### config.mk
export PLATFORM = sky130hd
export DESIGN_NAME = d_mem_write_arbiter_flat
export DESIGN_NICKNAME = d
export VERILOG_FILES = /design/src/rtl/d_mem_write_arbiter_if.sv /design/src/rtl/d_mem_write_arbiter.sv /design/src/flat_wrapper.sv
export SDC_FILE = /design/constraint.sdc
export NUM_CORES = 1
export LEC_CHECK = 0
export CAP_MARGIN = 20
export CORE_ASPECT_RATIO = 0.5
export CORE_UTILIZATION = 44
export DETAILED_ROUTE_END_ITERATION = 10
export PLACE_DENSITY_LB_ADDON = 0.25
export SETUP_SLACK_MARGIN = 0.4
export SYNTH_ARGS = -nofsm -noshare
export SYNTH_HDL_FRONTEND = slang
export SYNTH_SLANG_ARGS = --single-unit
### constraint.sdc
create_clock -name clk -period 2.07 [get_ports clk]
set_input_delay 0.414 -clock clk [delete_from_list [all_inputs] [get_ports clk]]
set_output_delay 0.414 -clock clk [all_outputs]
set_load 0.01 [all_outputs]
### src/rtl/d_mem_write_arbiter_if.sv
// Requester-side and D-memory-side signals of the write arbiter.
// master: the arbiter; slave: requesters plus the D-memory write interface.
interface d_mem_write_arbiter_if #(
  parameter int NUM_REQ = 4,
  parameter int AW      = 5,
  parameter int DW      = 8
);
  logic [NUM_REQ-1:0]    req;
  logic [NUM_REQ*AW-1:0] req_addr;
  logic [NUM_REQ*DW-1:0] req_data;
  logic [NUM_REQ-1:0]    ack;
  logic                  wr_start;
  logic [AW-1:0]         addr_out;
  logic [DW-1:0]         data_out;
  logic                  wr_done;

  modport master (
    input  req, req_addr, req_data, wr_done,
    output ack, wr_start, addr_out, data_out
  );

  modport slave (
    output req, req_addr, req_data, wr_done,
    input  ack, wr_start, addr_out, data_out
  );
endinterface

### src/rtl/d_mem_write_arbiter.sv
// Round-robin arbiter sharing the D-memory write port among NUM_REQ cores,
// with a wr_done watchdog, sticky timeout flag and saturating write counter.
module d_mem_write_arbiter #(
  parameter int NUM_REQ = 4,
  parameter int AW      = 5,
  parameter int DW      = 8,
  parameter int TIMEOUT = 16
) (
  input  logic                       clk,
  input  logic                       reset,
  d_mem_write_arbiter_if.master      bus,
  output logic [$clog2(NUM_REQ)-1:0] grant_id,
  output logic                       busy,
  output logic                       timeout_err,
  output logic [AW:0]                wr_count
);
  localparam int GW = $clog2(NUM_REQ);
  localparam int WW = $clog2(TIMEOUT);
  localparam logic [WW-1:0]      WD_LAST = WW'(TIMEOUT - 1);
  localparam logic [GW-1:0]      LAST_ID = GW'(NUM_REQ - 1);
  localparam logic [NUM_REQ-1:0] ONE_HOT = {{(NUM_REQ-1){1'b0}}, 1'b1};

  typedef enum logic [1:0] {IDLE, START, WAIT, ACK} state_t;

  state_t              state;
  logic [GW-1:0]       rr_ptr;
  logic [GW-1:0]       pick_idx;
  logic [GW-1:0]       cand_idx;
  logic                pick_valid;
  logic [WW-1:0]       watchdog;
  logic [NUM_REQ-1:0]  ack_r;
  logic                wr_start_r;
  logic [AW-1:0]       addr_r;
  logic [DW-1:0]       data_r;

  assign bus.ack      = ack_r;
  assign bus.wr_start = wr_start_r;
  assign bus.addr_out = addr_r;
  assign bus.data_out = data_r;

  // First pending requester at or above rr_ptr, wrapping to 0.
  always_comb begin
    pick_valid = 1'b0;
    pick_idx   = '0;
    cand_idx   = '0;
    for (int unsigned i = 0; i < NUM_REQ; i++) begin
      cand_idx = GW'((32'(rr_ptr) + i) % NUM_REQ);
      if (!pick_valid && bus.req[cand_idx]) begin
        pick_valid = 1'b1;
        pick_idx   = cand_idx;
      end
    end
  end

  always_ff @(posedge clk) begin
    if (reset) begin
      state       <= IDLE;
      rr_ptr      <= '0;
      watchdog    <= '0;
      grant_id    <= '0;
      addr_r      <= '0;
      data_r      <= '0;
      wr_start_r  <= 1'b0;
      ack_r       <= '0;
      busy        <= 1'b0;
      timeout_err <= 1'b0;
      wr_count    <= '0;
    end else begin
      case (state)
        IDLE: begin
          if (pick_valid) begin
            grant_id   <= pick_idx;
            addr_r     <= bus.req_addr[pick_idx*AW +: AW];
            data_r     <= bus.req_data[pick_idx*DW +: DW];
            wr_start_r <= 1'b1;
            busy       <= 1'b1;
            state      <= START;
          end
        end
        START: begin
          wr_start_r <= 1'b0;
          watchdog   <= '0;
          state      <= WAIT;
        end
        WAIT: begin
          // wr_done takes priority, so a completion on the last watchdog cycle is a success.
          if (bus.wr_done) begin
            if (wr_count != '1) wr_count <= wr_count + 1'b1;
            ack_r <= ONE_HOT << grant_id;
            state <= ACK;
          end else if (watchdog == WD_LAST) begin
            timeout_err <= 1'b1;
            ack_r       <= ONE_HOT << grant_id;
            state       <= ACK;
          end else begin
            watchdog <= watchdog + 1'b1;
          end
        end
        ACK: begin
          ack_r  <= '0;
          rr_ptr <= (grant_id == LAST_ID) ? '0 : grant_id + 1'b1;
          busy   <= 1'b0;
          state  <= IDLE;
        end
        default: state <= IDLE;
      endcase
    end
  end
endmodule

### src/flat_wrapper.sv
// flat-port wrapper written by rule: the top's interface ports become plain ports
module d_mem_write_arbiter_flat 
#(
  parameter int NUM_REQ = 4,
  parameter int AW      = 5,
  parameter int DW      = 8,
  parameter int TIMEOUT = 16
)
  (clk, reset, grant_id, busy, timeout_err, wr_count, bus_req, bus_req_addr, bus_req_data, bus_wr_done, bus_ack, bus_wr_start, bus_addr_out, bus_data_out);
  d_mem_write_arbiter_if #(.NUM_REQ(NUM_REQ), .AW(AW), .DW(DW)) bus_i ();
  input  logic clk;
  input  logic reset;
  output logic [$clog2(NUM_REQ)-1:0] grant_id;
  output logic busy;
  output logic timeout_err;
  output logic [AW:0] wr_count;
  input wire logic [$bits(bus_i.req)-1:0] bus_req;
  input wire logic [$bits(bus_i.req_addr)-1:0] bus_req_addr;
  input wire logic [$bits(bus_i.req_data)-1:0] bus_req_data;
  input wire logic [$bits(bus_i.wr_done)-1:0] bus_wr_done;
  output wire logic [$bits(bus_i.ack)-1:0] bus_ack;
  output wire logic [$bits(bus_i.wr_start)-1:0] bus_wr_start;
  output wire logic [$bits(bus_i.addr_out)-1:0] bus_addr_out;
  output wire logic [$bits(bus_i.data_out)-1:0] bus_data_out;
  assign bus_i.req = bus_req;
  assign bus_i.req_addr = bus_req_addr;
  assign bus_i.req_data = bus_req_data;
  assign bus_i.wr_done = bus_wr_done;
  assign bus_ack = bus_i.ack;
  assign bus_wr_start = bus_i.wr_start;
  assign bus_addr_out = bus_i.addr_out;
  assign bus_data_out = bus_i.data_out;
  d_mem_write_arbiter #(.NUM_REQ(NUM_REQ), .AW(AW), .DW(DW), .TIMEOUT(TIMEOUT)) u_core (.clk(clk), .reset(reset), .bus(bus_i), .grant_id(grant_id), .busy(busy), .timeout_err(timeout_err), .wr_count(wr_count));
endmodule
======== Word-level counts from Yosys, hierarchy flattened ========
Cells that the tools add are included.
storage, ports and cells
  flip-flop bits (word level) ............. 36
  bits of input ports ..................... 59
  output and inout bits ................... 28
  logic and storage cells ................. 85
cells by class
  add/subtract/negate cells ............... 6
  $mul .................................... 1
  order comparisons ....................... 4
  eq/ne operators ......................... 10
  shift-type cells ........................ 3
  multiplexer cells ....................... 30
  bitwise operators ....................... 1
  reductions and logical operators ........ 19
operators with widths
  cell                                                 count
  indexed part select 32 x 6 -> 8 bit                  1
  indexed part select 20 x 6 -> 5 bit                  1
  2-to-1 mux 2 bit                                     8
  2-to-1 mux 4 bit                                     4
  case mux 4 bit (2 select lines)                      2
  < comparator 2 x 3 -> 1 bit (second input constant)  4
  AND reduction 2 bit                                  5
  2-to-1 mux 1 bit                                     9
  AND reduction 3 bit                                  3
  binary-select mux 1 bit (select 2 bit)               4
  case mux 2 bit (4 select lines)                      1
  nonzero test 2 bit                                   4
  adder 6 x 1 -> 6 bit (second input constant)         1
  == test 2 bit (second input constant)                3
  != test 6 bit (second input constant)                1
  multiplier 2 x 3 -> 5 bit (second input constant)    1
  adder 2 x 1 -> 2 bit (second input constant)         2
  adder 2 bit (second input constant)                  2
  adder 4 x 1 -> 4 bit (second input constant)         1
  == test 4 bit (second input constant)                1
  != test 2 bit (second input constant)                2
  case mux 1 bit (2 select lines)                      2
  << shifter 1 x 2 -> 4 bit (first input constant)     1
  logical AND 1 bit                                    3
  other kinds (6)                                      8

======== Longest topological paths before layout ========
Gate-level depths: netlist of run 1.
  depth after elaboration ................. 14
  mapped depth ............................ 7
  mapped depth without buffers ............ 7

======== Worst setup path before layout of run 1 ========
No wires, ideal clock.
  kind .................................... input to register
  start ................................... input bus_req[2]
  end ..................................... register u_core.addr_r[1], in the netlist u_core.bus.addr_out[1]
  library setup time ...................... 0.132 ns
  arrival time ............................ 1.706 ns
  data required time ...................... 1.938 ns
  path slack .............................. 0.232 ns
  cell stages on the path ................. 6
  path buffers ............................ 1
  path through ............................ nor2b_1 -> or4b_4 -> buf_6 -> and3_1 -> o32ai_1 -> a21oi_1
on the way
  longest elaborated chain between the ends .. 14
  elaborated cells between the ends (all ways) .. 25
  those cells by class .................... mul: 1; shift: 1; mux: 16; reduce/logical: 7
RTL lines
  item                                    RTL line                   source
  start: declaration                      flat_wrapper.sv:17         input wire logic [$bits(bus_i.req)-1:0] bus_req;
  binary-select mux 1 bit (select 2 bit)  d_mem_write_arbiter.sv:48  if (!pick_valid && bus.req[cand_idx]) begin
  2-to-1 mux 1 bit (implied by the code)  d_mem_write_arbiter.sv:48
  2-to-1 mux 1 bit                        d_mem_write_arbiter.sv:48
  zero test 1 bit                         d_mem_write_arbiter.sv:48
  logical AND 1 bit                       d_mem_write_arbiter.sv:48
  2-to-1 mux 1 bit                        d_mem_write_arbiter.sv:48
  zero test 1 bit                         d_mem_write_arbiter.sv:48
  logical AND 1 bit                       d_mem_write_arbiter.sv:48
  2-to-1 mux 1 bit                        d_mem_write_arbiter.sv:48
  zero test 1 bit                         d_mem_write_arbiter.sv:48
  logical AND 1 bit                       d_mem_write_arbiter.sv:48
  2-to-1 mux 2 bit                        d_mem_write_arbiter.sv:48
  multiplier 2 x 3 -> 5 bit               d_mem_write_arbiter.sv:73  addr_r <= bus.req_addr[pick_idx*AW +: AW];
  indexed part select 20 x 6 -> 5 bit     d_mem_write_arbiter.sv:73
  end signal: assignment                  d_mem_write_arbiter.sv:73
  end: declaration                        d_mem_write_arbiter.sv:33  logic [AW-1:0] addr_r;
Parallel ways exist; a longest one is shown, timed or not. The select of a mux whose other input is x is not followed.
A chain may end at the register's enable or synchronous reset.

======== Worst setup path after layout of run 1 ========
  start ................................... register u_core.rr_ptr[1]
  end ..................................... register u_core.data_r[7], in the netlist u_core.bus.data_out[7]
on the way
  longest elaborated chain between the ends .. 13
  elaborated cells between the ends (all ways) .. 27
  those cells by class .................... add/sub: 3; shift: 1; mux: 16; reduce/logical: 7
RTL lines
  item                                                           RTL line                    source
  start: declaration                                             d_mem_write_arbiter.sv:26   logic [GW-1:0] rr_ptr;
  start signal: assignment                                       d_mem_write_arbiter.sv:101  rr_ptr <= (grant_id == LAST_ID) ? '0 : grant_id + 1'b1;
  branches (longest 13 deep; another with adder 2 x 1 -> 2 bit)  n/a
  end signal: assignment                                         d_mem_write_arbiter.sv:74   data_r <= bus.req_data[pick_idx*DW +: DW];
  end: declaration                                               d_mem_write_arbiter.sv:34   logic [DW-1:0] data_r;
Several ways; the timed one is not identified. The select of a mux whose other input is x is not followed.

==> flow_summary.yaml, run 1 <==
final_layout:
  final_core_util: 0.788
  area_growth_syn_to_layout_pct: 71.8
  nNetsFinal: 447
  insertedDiodeCount: 0
  drive_gt1_frac: 0.243
sta:
  finalHoldViolations: 0
  rsz0062_at_grt: "yes"
  timing.final.crit_period_ns: 1.94
  slew_headroom: 0.711
  finalCritPeriodShare: 0.936
  tightest_slew_ns: 0.433
  slew_viol_final: 0
  fmax_mhz: 516
  finClkSkew_ns: 0.0100
  final.setup.worst_slack_ns: 0.132
  hold_slack_ns: 0.477
  setup_viol_count_final: 0
routing:
  drt_pre_antenna_iters: 5
  wl_mm: 8.21
  wire_per_inst_um: 18.3
  drtIter0Drc: 87
  drc_errors: 0
  vias_per_cell: 5.88
  detail-route-antenna-nets: 0
  route.vias.total: 2640
clocking:
  cts.sinks: 36
  ctsLongestPathBuffers: 2
  insertion_delay_ns: 0.30
  cts_tree: "done"
  cts-buffers-inserted: 5
  cts_max_level: 2
  clk_pin_slew_worst_paths_ns: 0.08
  cts_root_buf: "clkbuf_8"
synthesis:
  synthTopCellsByCount: "36 x dfxtp_1, 29 x nor2_1, 25 x and3_1"
  synth.yosys.warnings: 0
  yosysMostFrequentCell: "dfxtp_1"
  ys.flop_type: "dfxtp_1"
  synthAdderAreaFrac: 0.0553
  synth-xor-area-share: 0.0271
  synth_edf_count: 0
  synth_async_sr_flop_share: 0
  synth_top_area_frac: 0.319
  syn_area_sq_um: 2260
  synth_cell_type_count: 36
  synthCells: 276
  synth_fp_nets: 345
  synth_area_leaders: "dfxtp_1 32%, a21boi_0 7.3%, and3_1 6.9%, ha_1 5.5%, nor2_1 4.8%"
  synth.largest_area_cell: "dfxtp_1"
  syn_area_per_cell_sq_um: 8.20
  synth_top_family_by_area: "simple AND/OR/NAND/NOR gates"
  synthMuxAreaShare: 0.0221
  synth-seq-area-share: 0.319
  ys_ff_latch: 36
  synth_compound_area_frac: 0.248
  yosys.area_share.simple: 0.281
placement:
  port_buffers: 86
  gp_congestion: 0.885
  post-dp-hpwl_mm: 4.22
  place_ws_ns: -0.490
global_routing:
  grt_usage: 0.287
  grt-ovfl-total: 0
  grt_pass1_wl_mm: 11.7
  grt_pass1_vias: 2539
  antenna_found_initial: 0
  grt_max_degree: 50
critical_path:
  r2r_end: "u_core.bus.data_out[7]$_SDFFE_PP0P_"
  worst-path-buf-inv: 2
  cpMaxStageDelayCell: "or4_4"
  path_cells: "or4_4 > buf_6 > buf_16 > and3_1 > o21ai_0 > a21oi_1"
  ff2ff_path_depth: 6
  crit_type: "reg2reg"
  crit_path_start_kind: "flop"
  reg2reg_from: "u_core.rr_ptr[1]$_SDFFE_PP0P_"
  worstPathMaxFanout: 25
  r2r_setup_slack_ns: 0.13
  cp_slowest_stage_delay_ns: 0.58
  worst_ep_arrival_time_ns: 2.11
  required_ns: 2.25
  crit_path_start: "u_core.rr_ptr[1]$_SDFFE_PP0P_"
  end_kind: "flop"
  critPathTopFamily: "simple AND/OR/NAND/NOR gates"
floorplanning:
  core-area_sq_um: 4930
  fp.dieArea_sq_um: 5450
  start_util: 0.459
  ios: 87
  die-width_um: 103
  num_rows: 18
  die_y_um: 52.7
hold_path:
  hold_path_class: "reg2reg"
  hold_path_depth: 2
  worstHoldEndpoint: "u_core.timeout_err$_SDFFE_PP0P_"
  hold_path_startpoint: "u_core.timeout_err$_SDFFE_PP0P_"
power:
  power_density_nw_per_um2: 810
  max-vdd-ir-drop_uv: 427
  p_leak_nw: 1.58
run_status:
  status: "finished, final reports clean"
job:
  max-cap-violations: 0
worst min-delay path, delay by kind of cell, from the launching register on:
| kind | cells | cell delay (ns) |
|---|---|---|
| AOI/OAI and AO/OA | 1 | 0.04 |
| DFF | 1 | 0.33 |
| and+or+nand+nor | 1 | 0.07 |
logic make-up (layout without fill, tap and decap cells):
| group | Yosys count | in the layout |
|---|---|---|
| flops | 36 | 36 |
| compound gates | 82 | 82 |
| xor+xnor | 7 | 7 |
| fa+ha+maj | 10 | 10 |
| buf+inv | 25 | 125 |
| mux | 5 | 5 |
| simple gates | 111 | 114 |
registers in the layout, indices dropped and copies added (netlist names):
register	cells
u_core.state	2
u_core.busy	1
u_core.watchdog	4
u_core.grant_id	2
u_core.bus.data_out	8
u_core.rr_ptr	2
u_core.wr_count	6
u_core.timeout_err	1
u_core.bus.ack	4
u_core.bus.addr_out	5
u_core.bus.wr_start	1
power by group:
part           switching [W]  internal (W)  leakage [nW]
clock network       0.000282      0.000271        0.0445
registers           0.000113      0.000827         0.298
logic               0.000809      0.000846          1.24
routing by layer:
metal  vias to the layer above  part of all wire  global-route usage
met5                         -                 0                   0
met4                         0             0.032               0.110
met2                       124              0.49               0.521
met3                        35             0.073              0.0747
met1                      1259              0.40               0.325
li1                       1222                 -                   -
what timing repair did:
action,in CTS,in global routing
cloned,7,0
setup endpoints to repair,27,29
gates resized for setup,69,32
pin swaps,24,13
setup buffers,7,1
hold buffers,0,0
cells in the final DEF (no fill, tap or decap), drive strengths merged, types with 3 or more instances in the layout:
| cell type | netlist | routed |
|---|---|---|
| a21boi | 24 | 24 |
| a21oi | 20 | 20 |
| a22oi | 4 | 4 |
| and2 | 13 | 13 |
| and3 | 25 | 25 |
| and3b | 12 | 12 |
| buf | 3 | 29 |
| clkbuf | 17 | 8 |
| clkdlybuf4s50 | 0 | 79 |
| dfxtp | 36 | 36 |
| dlymetal6s2s | 0 | 3 |
| ha | 10 | 10 |
| inv | 5 | 5 |
| mux2i | 5 | 5 |
| nand2 | 11 | 11 |
| nand3 | 3 | 3 |
| nand4 | 3 | 3 |
| nor2 | 29 | 29 |
| nor2b | 6 | 6 |
| nor3 | 3 | 3 |
| o21ai | 14 | 14 |
| o32ai | 12 | 12 |
| or4b | 1 | 4 |
| xor2 | 5 | 5 |
cell type report:
class | instances | area, sq um
fillers | 303 | 1050
well taps | 70 | 87.6
repair buffers | 112 | 1170
clock buffers | 7 | 86.3
inverters | 5 | 18.8
multi-input cells | 218 | 1780
clock inverters | 1 | 7.51
flip-flops and latches | 36 | 736
worst max-delay path by stage:
stage,to,depth (start not counted)
floorplan,u_core.bus.addr_out[0]$_SDFFE_PP0P_,6
global placement,u_core.bus.data_out[0]$_SDFFE_PP0P_,7
detailed placement,u_core.bus.addr_out[3]$_SDFFE_PP0P_,7
CTS,u_core.bus.data_out[0]$_SDFFE_PP0P_,7
global route,u_core.bus.data_out[7]$_SDFFE_PP0P_,7
finish,u_core.bus.data_out[7]$_SDFFE_PP0P_,6
through the flow:
| step | std cells | setup TNS, ns | power (W) | instance area, sq um |
|---|---|---|---|---|
| 2_1_floorplan | 276 | 0 | 0.00164 | 2310 |
| 3_3_place_gp | 426 | -5.13 | 0.00214 | 3310 |
| 3_5_place_dp | 426 | -6.28 | 0.00220 | 3310 |
| 4_1_cts | 448 | 0 | 0.00296 | 3780 |
| 5_1_grt | 449 | 0 | 0.00330 | 3890 |
| 6_report | 449 | 0 | 0.00315 | 3890 |
No activity file was read; power rests on OpenSTA's default activity.
==> inputs of run 2 (changes only) <==
--- a/config.mk
+++ b/config.mk
@@ -8,9 +8,11 @@
 export CAP_MARGIN = 20
 export CORE_ASPECT_RATIO = 0.5
 export CORE_UTILIZATION = 44
+export CTS_CLUSTER_SIZE = 8
 export DETAILED_ROUTE_END_ITERATION = 10
 export PLACE_DENSITY_LB_ADDON = 0.25
 export SETUP_SLACK_MARGIN = 0.4
 export SYNTH_ARGS = -nofsm -noshare
 export SYNTH_HDL_FRONTEND = slang
 export SYNTH_SLANG_ARGS = --single-unit
+export TNS_END_PERCENT = 50
==> run 2 against run 1 <==
Effect of this change:
- count of clock-buffer cells in the layout fell by 1
- power hardly changed
- clock power is 14% higher
- register-to-register slack better by 0.22 ns
- flip-flop and latch count unchanged
- setup slack better by 0.22 ns
- critical endpoint is now u_core.bus.addr_out[1]$_SDFFE_PP0P_
==> flow_summary.yaml, run 2 (synthesis results as in run 1) <==
final_layout:
  drive_gt1_frac: 0.223
  final_cell_mix: "82 x clkdlybuf4s50_1, 31 x dfxtp_1, 28 x nor2_1"
  nFillCells: 326
  area_growth_syn_to_layout_pct: 65.3
  final_common_cell: "clkdlybuf4s50_1"
  insertedDiodeCount: 0
  largest_reg_flops: 8
  stdcell_count: 447
  nNetsFinal: 445
sta:
  hold_slack_ns: 0.484
  fin_setup_tns_ns: 0
  fmax_mhz: 582
  timing.final.crit_period_ns: 1.72
  finalHoldViolations: 0
  slew_headroom: 0.784
  tightest_slew_ns: 0.323
  setup_viol_count_final: 0
  rsz0062_at_grt: "yes"
  finalCritPeriodShare: 0.830
  finClkSkew_ns: 0.00572
  final.setup.worst_slack_ns: 0.351
  slew_viol_final: 0
critical_path:
  cpMaxStageDelayCell: "or4_4"
  crit_type: "reg2reg"
  reg2reg_from: "u_core.rr_ptr[1]$_SDFFE_PP0P_"
  path_cells: "or4_4 > and3_4 > o32ai_2 > a21oi_1"
  cp_slowest_stage_delay_ns: 0.62
  critPathTopFamily: "simple AND/OR/NAND/NOR gates"
  worst-path-buf-inv: 0
  crit_path_start_kind: "flop"
  r2r_setup_slack_ns: 0.35
  end_kind: "flop"
  worstPathMaxFanout: 13
  worst_ep_arrival_time_ns: 1.89
  crit_path_start: "u_core.rr_ptr[1]$_SDFFE_PP0P_"
  required_ns: 2.24
floorplanning:
  num_rows: 18
  die-width_um: 103
  ios: 87
  die_y_um: 52.7
  start_util: 0.459
  fp.dieArea_sq_um: 5450
  core-area_sq_um: 4930
routing:
  wire_per_inst_um: 17.7
  route.vias.total: 2615
  vias_per_cell: 5.85
  drt_pre_antenna_iters: 4
  drtIter0Drc: 117
  drc_errors: 0
  detail-route-antenna-nets: 0
  wl_mm: 7.92
global_routing:
  grt.busiest_layer: "met2"
  grt-ovfl-total: 0
  use_met2: 0.490
  grt_pass1_wl_mm: 11.4
  grt_max_degree: 50
  use_met1: 0.332
  grtUsageMet3: 0.0587
  grt_usage: 0.279
  grt_pass1_vias: 2421
  antenna_found_initial: 0
clocking:
  cts_tree: "done"
  insertion_delay_ns: 0.29
  cts_root_buf: "clkbuf_8"
  cts.sinks: 36
  ctsLongestPathBuffers: 2
  cts_max_level: 2
  ctsHoldBuffers: 0
  clk_pin_slew_worst_paths_ns: 0.08
  cts-buffers-inserted: 5
placement:
  gp_congestion: 0.881
  post-dp-hpwl_mm: 4.22
  port_buffers: 86
  place_ws_ns: -0.521
  dp.cells: 427
power:
  total_power_w: 0.00315
  power_density_nw_per_um2: 841
  max-vdd-ir-drop_uv: 502
  p_leak_nw: 1.47
job:
  max-cap-violations: 0
hold_path:
  hold_path_startpoint: "u_core.bus.wr_start$_SDFFE_PP0P_"
  hold_path_class: "reg2reg"
run_status:
  status: "finished, final reports clean"
==> run 2: changes by cell type in the layout (fill, tap and decap cells not counted), sizes merged <==
cell / delta
buf: -6
clkdlybuf4s50: +3
bufinv: +1
clkbuf: -2
dlymetal6s2s: -3
or4: +4
or4b: +1
clkinvlp: -1
clkinv: +1
==> run 2: worst paths after layout <==
check,end,cells after the start
worst min-delay path,u_core.bus.wr_start$_SDFFE_PP0P_,2
worst max register to register,u_core.bus.addr_out[1]$_SDFFE_PP0P_,4
worst max-delay path,u_core.bus.addr_out[1]$_SDFFE_PP0P_,4
worst min register to register,u_core.bus.wr_start$_SDFFE_PP0P_,2
==> run 2: per-stage QoR <==
stage	utilization	instance area, sq um
final	0.758	3740
after detailed placement	0.668	3290
after global routing	0.758	3740
after floorplan	-	2300
after global placement	0.668	3290
after CTS	0.743	3670
==> run 2: routing by layer <==
layer | routed length [um] | vias to the layer above | share of wire
li1 | - | 1225 | -
met1 | 3240 | 1228 | 0.41
met2 | 3760 | 132 | 0.47
met3 | 680 | 30 | 0.086
met4 | 237 | 0 | 0.030
met5 | 0 | - | 0
==> run 2: timing repair <==
item                                    CTS  global route
endpoints found under the setup margin   27            29
pin swaps                                13             4
gates resized for setup                  61            27
buffers inserted                          1             1
gates cloned                              8             2
==> run 2: final cells by class <==
cell class                 instances  area (sq um)  area share
multi-input combinational        223          1770       0.473
sequential                        36           732       0.196
tap                               70          87.6      0.0234
clock inverter                     2          35.0     0.00937
inverter                           5          18.8     0.00502
clock buffer                       6          72.6      0.0194
timing repair buffer             105          1020       0.274
==> run 2: power by group <==
part	switching, W	total (W)	internal, W
registers	0.000113	0.000939	0.000825
logic	0.000762	0.00158	0.000815
clock network	0.000274	0.000631	0.000358
==> run 2: worst reg2reg max path, stage by stage, from the launching register on <==
cell     delay [ns]
dfxtp_4        0.40
or4_4          0.62
and3_4         0.21
o32ai_2        0.27
a21oi_1        0.11
==> inputs of run 3 (changes only) <==
==> constraint.sdc (replaced) <==
create_clock -name clk -period 1.7 [get_ports clk]
set_input_delay 0.34 -clock clk [delete_from_list [all_inputs] [get_ports clk]]
set_output_delay 0.34 -clock clk [all_outputs]
set_load 0.01 [all_outputs]
==> run 3 against run 2 <==
Effect of this change:
- the flow now finishes with violations (setup timing)
- non-clock buffer count up 21
- setup slack got worse by 0.45 ns
- final cell count up 3.4%
- die area unchanged
- largest power group unchanged
==> flow_summary.yaml, run 3 (synthesis results as in run 1) <==
clocking:
  cts_root_buf: "clkbuf_8"
  cts_max_level: 2
  cts_tree: "done"
  cts-buffers-inserted: 5
  cts.sinks: 36
  insertion_delay_ns: 0.30
  clk_pin_slew_worst_paths_ns: 0.08
  ctsLongestPathBuffers: 2
final_layout:
  fin_area_sq_um: 4090
  largest_reg_flops: 8
  final_core_util: 0.830
  nNetsFinal: 460
  final_common_cell: "clkdlybuf4s50_1"
  stdcell_count: 462
  seqCellArea_sq_um: 743
  area_growth_syn_to_layout_pct: 81.0
  insertedDiodeCount: 0
  final_cell_mix: "53 x clkdlybuf4s50_1, 26 x nor2_1, 24 x dfxtp_1"
  drive_gt1_frac: 0.362
  multi_input_area_sq_um: 1870
  nFillCells: 278
routing:
  drt_pre_antenna_iters: 5
  wl_mm: 8.04
  drtIter0Drc: 122
  vias_per_cell: 5.66
  drc_errors: 0
  route.vias.total: 2614
  wire_per_inst_um: 17.4
  detail-route-antenna-nets: 0
sta:
  slew_viol_final: 0
  slew_headroom: 0.709
  timing.final.crit_period_ns: 1.80
  fmax_mhz: 554
  finClkSkew_ns: 0.00787
  rsz0062_at_grt: "yes"
  tightest_slew_ns: 0.436
  setup_viol_count_final: 13
  fin_setup_tns_ns: -0.577
  finalHoldViolations: 0
  finalCritPeriodShare: 1.06
  final.setup.worst_slack_ns: -0.104
placement:
  post-dp-hpwl_mm: 4.51
  dp.cells: 439
  placed_area_sq_um: 3430
  gp_congestion: 0.806
  port_buffers: 86
global_routing:
  grt_pass1_vias: 2434
  grt_pass1_wl_mm: 11.4
  grt-ovfl-total: 0
  antenna_found_initial: 0
  grt_usage: 0.277
  grt_max_degree: 28
critical_path:
  crit_path_start_kind: "flop"
  end_kind: "flop"
  worst_ep_arrival_time_ns: 1.96
  worstPathMaxFanout: 6
  crit_type: "reg2reg"
  required_ns: 1.86
floorplanning:
  die-width_um: 103
  fp.dieArea_sq_um: 5450
  ios: 87
  die_y_um: 52.7
  num_rows: 18
  start_util: 0.459
  core-area_sq_um: 4930
run_status:
  violations: "setup timing"
  status: "complete, but fails checks"
job:
  max-cap-violations: 0
power:
  max-vdd-ir-drop_uv: 747
  power_density_nw_per_um2: 1020
  p_leak_nw: 1.71
  total_power_w: 0.00419
hold_path:
  hold_path_class: "reg2reg"
[run 3: power by group]
part	total [W]	internal (W)	leakage, nW	switching, W
registers	0.00115	0.00101	0.300	0.000135
clock network	0.000778	0.000434	0.0541	0.000344
logic	0.00227	0.00117	1.36	0.00110
total	0.00419	0.00262	1.71	0.00158
[run 3: timing repair]
item / 4_1_cts / 5_1_grt
buffers inserted: 7 / 3
endpoints found under the setup margin: 60 / 44
pin swaps: 41 / 37
resized for setup: 119 / 74
gates cloned: 5 / 0
hold buffers: 0 / 0
[run 3: through the flow]
stage          worst slack (ns)  hold slack (ns)
3_3_place_gp             -0.672            0.462
6_report                 -0.104            0.498
4_1_cts                 -0.0427            0.508
2_1_floorplan           -0.0491            0.478
5_1_grt                  -0.156            0.536
3_5_place_dp             -0.749            0.494
[run 3: area by class of cell]
class / instances / share of cell area
clock buffer: 5 / 0.0168
tap: 70 / 0.0214
sequential: 36 / 0.182
multi-input combinational: 217 / 0.456
clock inverter: 3 / 0.0104
inverter: 5 / 0.00520
timing repair buffer: 126 / 0.309
[run 3: worst max-delay path: stages, from the launching register on]
cell and delay, ns:
dfxtp_2 0.34, buf_6 0.10, nor2b_4 0.04, or4_4 0.45
buf_12 0.17, buf_16 0.13, nand2_4 0.06, mux2i_1 0.20
o221ai_1 0.17
[run 3: metal layers]
metal / up-vias / global-route usage / wire length [um]
li1: 1242 / - / -
met5: - / 0 / 0
met2: 76 / 0.503 / 3980
met1: 1281 / 0.334 / 3560
met3: 15 / 0.0600 / 385
met4: 0 / 0.0704 / 116
[run 3: path summary, 6_finish.rpt]
kind | endpoint | startpoint | slack (ns) | depth (start not counted)
worst max register to register | u_core.bus.addr_out[3]$_SDFFE_PP0P_ | u_core.rr_ptr[0]$_SDFFE_PP0P_ | -0.10 | 8
worst min-delay path | u_core.timeout_err$_SDFFE_PP0P_ | u_core.timeout_err$_SDFFE_PP0P_ | 0.50 | 2
worst min register to register | u_core.timeout_err$_SDFFE_PP0P_ | u_core.timeout_err$_SDFFE_PP0P_ | 0.50 | 2
worst max-delay path | u_core.bus.addr_out[3]$_SDFFE_PP0P_ | u_core.rr_ptr[0]$_SDFFE_PP0P_ | -0.10 | 8
